--- src/rtl/mmio_uart_tx.sv ---
// Memory-mapped UART transmitter: 3-register window (TXDATA, STATUS, BAUD_DIV)
// feeding a small TX FIFO that drains through an 8N1 serializer.
module mmio_uart_tx #(
  parameter logic [31:0] BASE_ADDR   = 32'h0000_1000,
  parameter int unsigned FIFO_DEPTH  = 4,
  parameter logic [15:0] DEFAULT_DIV = 16'd16
) (
  input  logic        clk,
  input  logic        reset_n,
  input  logic        wr_sig,
  input  logic [31:0] wr_data,
  input  logic [31:0] addr,
  output logic [31:0] rd_data,
  output logic        tx
);

  localparam int unsigned PW = $clog2(FIFO_DEPTH);
  localparam int unsigned CW = PW + 1;

  typedef enum logic [1:0] {IDLE, START, DATA, STOP} state_t;

  state_t        state_q, state_d;
  logic          sel;
  logic [1:0]    off;
  logic          wr_txdata, wr_status, wr_baud;
  logic [7:0]    fifo_mem [FIFO_DEPTH];
  logic [PW-1:0] wr_ptr, rd_ptr;
  logic [CW-1:0] count;
  logic [3:0]    count4;
  logic          full, empty, push, pop, ovf, busy;
  logic [15:0]   baud_div, div_active, baud_cnt;
  logic [2:0]    bit_idx, bit_idx_d;
  logic [7:0]    shift;
  logic          bit_end, tx_d;
  logic          unused;

  assign unused = ^{wr_data[31:16], addr[1:0]};

  // Address decode
  assign sel       = (addr[31:4] == BASE_ADDR[31:4]);
  assign off       = addr[3:2];
  assign wr_txdata = sel && wr_sig && (off == 2'd0);
  assign wr_status = sel && wr_sig && (off == 2'd1);
  assign wr_baud   = sel && wr_sig && (off == 2'd2);

  // FIFO: a push into a full FIFO survives only if the serializer pops that edge
  assign full   = (count == CW'(FIFO_DEPTH));
  assign empty  = (count == '0);
  assign push   = wr_txdata && (!full || pop);
  assign count4 = 4'(count);

  always_ff @(posedge clk or negedge reset_n) begin
    if (!reset_n) begin
      wr_ptr <= '0;
      rd_ptr <= '0;
      count  <= '0;
    end else begin
      if (push) wr_ptr <= wr_ptr + 1'b1;
      if (pop)  rd_ptr <= rd_ptr + 1'b1;
      if (push && !pop)      count <= count + 1'b1;
      else if (pop && !push) count <= count - 1'b1;
    end
  end

  always_ff @(posedge clk) begin
    if (push) fifo_mem[wr_ptr] <= wr_data[7:0];
  end

  // Control registers
  always_ff @(posedge clk or negedge reset_n) begin
    if (!reset_n) begin
      ovf      <= 1'b0;
      baud_div <= DEFAULT_DIV;
    end else begin
      if (wr_txdata && full && !pop)    ovf <= 1'b1;
      else if (wr_status && wr_data[3]) ovf <= 1'b0;
      if (wr_baud) baud_div <= (wr_data[15:0] == '0) ? 16'd1 : wr_data[15:0];
    end
  end

  // Serializer FSM
  assign bit_end = (baud_cnt == div_active - 16'd1);
  assign busy    = (state_q != IDLE);

  always_ff @(posedge clk or negedge reset_n) begin
    if (!reset_n) state_q <= IDLE;
    else          state_q <= state_d;
  end

  always_comb begin
    state_d = state_q;
    pop     = 1'b0;
    case (state_q)
      IDLE:  if (!empty) begin
               pop     = 1'b1;
               state_d = START;
             end
      START: if (bit_end) state_d = DATA;
      DATA:  if (bit_end && bit_idx == 3'd7) state_d = STOP;
      STOP:  if (bit_end) begin
               if (!empty) begin
                 pop     = 1'b1;
                 state_d = START;
               end else begin
                 state_d = IDLE;
               end
             end
      default: state_d = IDLE;
    endcase
  end

  // tx is registered: compute the level for the state being entered
  always_comb begin
    bit_idx_d = bit_idx;
    if (state_q == DATA && bit_end) bit_idx_d = bit_idx + 3'd1;
    case (state_d)
      IDLE:    tx_d = 1'b1;
      START:   tx_d = 1'b0;
      DATA:    tx_d = shift[bit_idx_d];
      STOP:    tx_d = 1'b1;
      default: tx_d = 1'b1;
    endcase
  end

  always_ff @(posedge clk or negedge reset_n) begin
    if (!reset_n) begin
      shift      <= '0;
      div_active <= DEFAULT_DIV;
      baud_cnt   <= '0;
      bit_idx    <= '0;
      tx         <= 1'b1;
    end else begin
      tx <= tx_d;
      if (pop) begin
        shift      <= fifo_mem[rd_ptr];
        div_active <= baud_div;
        baud_cnt   <= '0;
        bit_idx    <= '0;
      end else if (state_q != IDLE) begin
        bit_idx  <= bit_idx_d;
        baud_cnt <= bit_end ? '0 : baud_cnt + 16'd1;
      end
    end
  end

  // Read mux: zero when not selected so it can be ORed with ram data
  always_comb begin
    rd_data = '0;
    if (sel) begin
      case (off)
        2'd1:    rd_data[7:0]  = {count4, ovf, empty, full, busy};
        2'd2:    rd_data[15:0] = baud_div;
        default: rd_data = '0;
      endcase
    end
  end

endmodule

--- config.mk ---
export PLATFORM = sky130hd
export DESIGN_NAME = mmio_uart_tx
export DESIGN_NICKNAME = d
export VERILOG_FILES = /design/src/rtl/mmio_uart_tx.sv
export SDC_FILE = /design/constraint.sdc
export NUM_CORES = 1
export LEC_CHECK = 0
export ABC_CLOCK_PERIOD_IN_PS = 8330
export BUFFER_PORTS_ARGS = -buffer_cell sky130_fd_sc_hd__buf_2
export CORE_ASPECT_RATIO = 0.5
export CORE_MARGIN = 4
export CORE_UTILIZATION = 56
export CTS_BUF_LIST = sky130_fd_sc_hd__clkbuf_4 sky130_fd_sc_hd__clkbuf_8 sky130_fd_sc_hd__clkbuf_16
export CTS_CLUSTER_DIAMETER = 40
export CTS_CLUSTER_SIZE = 40
export DETAILED_ROUTE_END_ITERATION = 12
export HOLD_SLACK_MARGIN = 0.1
export PLACE_DENSITY = 0.86
export SLEW_MARGIN = 25
export SYNTH_ARGS = -nofsm -noshare
export SYNTH_HDL_FRONTEND = slang
export SYNTH_SLANG_ARGS = --single-unit
--- constraint.sdc ---
create_clock -name clk -period 8.33 [get_ports clk]
set_clock_uncertainty 0.15 [all_clocks]
set_input_delay 0.833 -clock clk [delete_from_list [all_inputs] [get_ports clk]]
set_output_delay 0.833 -clock clk [all_outputs]
set_load 0.005 [all_outputs]
==> impl_metrics.toml <==
[outcome]
outcome = "finished, final reports clean"

[yosys]
ys_warn_count = 0
synth-seq-area-share = 0.491
ys_types = 64
ys.flop_type = "dfrtp_1"
ys_seq_elements = 102
synthCells = 452
netlist_top_cells_area = "dfrtp_1 30%, edfxtp_1 17%, mux2_2 4.9%"
syn-cell-area_um2 = 5530
synth-edff-count = 32
avgSynthCellArea_um2 = 12.2
synth_async_sr_flop_share = 0.686
synth_top_area_share = 0.303
yosysTopAreaCell = "dfrtp_1"

[run]
maxCapViolCount = 0

[sta]
finalSetupTns_ns = 0
hold_violations = 0
grt_setup_unrepaired = "no"
worst_pin_slew_ns = 0.954
final-setup-viol-count = 0
drv_slew = 0
max_freq_mhz = 224
period_needed_ns = 4.47
period_share = 0.536
relSlewSlack = 0.359

[pwr]
ir_drop_mv = 0.108
p_per_area_nw_per_um2 = 158
leakagePower_nw = 2.84

[clock_tree]
cts_buffers = 9
clkTransAtPathRegs_ns = 0.08
clock_latency_ns = 0.35
cts_tree = "yes"
htreeDepth = 3
clock_tree.root_cell = "clkbuf_16"
ctsHoldBuffers = 0
max-clock-path-buffers = 2
cts_sinks = 102
cts_resized = 0
cts_setup_buffers = 0

[critical_path]
crit_type = "reg2reg"
critPathLaunch = "div_active[0]$_DFFE_PN0N_"
cp.required_ns = 8.45
cp_max_fo = 7
reg2reg_from = "div_active[0]$_DFFE_PN0N_"
startpoint_type = "register"
endpoint_kind = "register"
arrival_ns = 4.59

[drt]
dr.pass1.iters = 4
drc = 0
postRouteWirelength_mm = 11.9
wl_per_cell_um = 18.3
vias_per_cell = 5.77
num_vias = 3767
drtIter0Drc = 334
ant_nets = 0

[global_routing]
first_global_vias = 3713
grt_antenna_before_repair = 0
grt_pass1_wl_mm = 19.4
grt_max_degree = 71
track_usage = 0.215
grt-ovfl-total = 0

[die]
fp-row-count = 25
ios = 100
die_area_um2 = 11600
die_h_um = 78.3
start_util = 0.580
die_w_um = 149
core_area_um2 = 9540

[cells_and_area]
n_antenna_cell = 0
fin_area_um2 = 6190
synthToLayoutAreaGrowth_pct = 11.9
fin_nets = 600
drive_gt1_frac = 0.290

[hold_path]
hp-class = "reg2reg"
hold_path_startpoint = "ovf$_DFFE_PN0P_"

[placement]
port-buffer-count = 65
dpl_cell_area_um2 = 5880
gp_congestion = 0.865
dp_hpwl_mm = 8.45
[worst paths after layout]
kind	endpoint	slack, ns	depth (start not counted)
worst max register to register	count[2]$_DFFE_PN0P_	3.86	15
min in group asynchronous	rd_ptr[0]$_DFFE_PN0N_	0.54	2
max in group asynchronous	baud_cnt[7]$_DFFE_PN0P_	6.92	2
worst max-delay path	count[2]$_DFFE_PN0P_	3.86	15
worst min-delay path	ovf$_DFFE_PN0P_	0.36	2
worst min register to register	ovf$_DFFE_PN0P_	0.36	2
[kinds of logic (layout without fill, tap and decap cells)]
| family | count (synthesis) | after routing | synth area share |
|---|---|---|---|
| buffers and inverters | 47 | 98 | 0.0502 |
| AND/OR/NAND/NOR | 141 | 141 | 0.137 |
| flip-flops | 102 | 102 | 0.491 |
| multiplexers | 56 | 56 | 0.148 |
| XOR/XNOR | 37 | 37 | 0.0610 |
| other | 1 | 16 | 0.000678 |
| AO/OA/AOI/OAI | 48 | 48 | 0.0653 |
| adder cells (fa/ha/maj) | 20 | 20 | 0.0466 |
[per-layer routing]
layer / part of all wire / up-vias / GRT usage
met3: 0.049 / 30 / 0.0467
met4: 0.025 / 0 / 0.0876
li1: - / 1760 / -
met2: 0.49 / 104 / 0.357
met1: 0.44 / 1873 / 0.276
met5: 0 / - / 0
[area by class of cell]
cell class	count	area [um2]
Fill cell	655	3350
Sequential cell	102	2720
Multi-Input combinational cell	318	2600
Timing Repair Buffer	67	340
Clock buffer	9	225
Tap cell	135	169
Clock inverter	7	88.8
Inverter	15	56.3
[synthesized netlist by cell type (all sizes together) (3+ instances only)]
master,instances
a2111oi,3
a22oi,7
clkbuf,10
dfrtp,67
edfxtp,32
xnor2,13
mux2i,4
mux4,12
inv,15
or4,3
buf,22
nand4,5
a21oi,6
a211oi,5
nand3,15
nand2b,5
and3,18
xor2,23
mux2,40
ha,19
nand2,16
dfstp,3
nor4,12
or3,3
o31a,3
o22ai,4
nor3,11
nor2,36
o21ai,7
nor2b,4
[critical path, stage by stage, from the launching register on]
cell and delay, ns:
dfrtp_1 0.43, inv_1 0.09, ha_1 0.23, nor4b_1 0.57, and3_1 0.27, a21oi_1 0.08
a211oi_1 0.38, o2111ai_2 0.33, o221ai_2 0.44, and2_1 0.27, ha_1 0.22, inv_1 0.07
fa_1 0.38, xor2_1 0.17, nor2_1 0.12, xor2_1 0.17
[per-stage QoR]
| stage | setup WS (ns) | power, mW | hold slack [ns] | std cells | utilization |
|---|---|---|---|---|---|
| 6_report | 3.86 | 0.978 | 0.358 | 653 | 0.649 |
| 3_3_place_gp | 4.20 | 0.555 | 0.319 | 637 | 0.616 |
| 5_1_grt | 3.63 | 1.01 | 0.396 | 653 | 0.649 |
| 4_1_cts | 3.99 | 0.987 | 0.347 | 653 | 0.649 |
| 2_1_floorplan | 4.66 | 0.538 | 0.299 | 467 | - |
| 3_5_place_dp | 4.06 | 0.557 | 0.327 | 637 | 0.616 |
[flip-flops by register name, summed over array words and instances, names as in the netlist]
register    cells
baud_div       16
baud_cnt       16
state_q         2
bit_idx         3
count           3
wr_ptr          2
shift           8
div_active     16
ovf             1
fifo_mem       32
tx              1
rd_ptr          2
[report_power, final]
part | switching, mW | internal, mW | total (mW)
clock | 0.214 | 0.218 | 0.432
combinational | 0.0198 | 0.0102 | 0.0300
sequential | 0.00000000427 | 0.516 | 0.516
total | 0.233 | 0.745 | 0.978
[layout by cell type (no fill, tap or decap), types with 16 or more instances in the layout]
cell type / n
buf_2: 65
mux2_2: 24
conb_1: 16
edfxtp_1: 32
dfrtp_1: 67
and3_1: 18
mux2_4: 16
nor2_1: 34
ha_1: 19
xor2_1: 23
nand2_1: 16
Note: power is estimated with default switching activity, not from simulation.
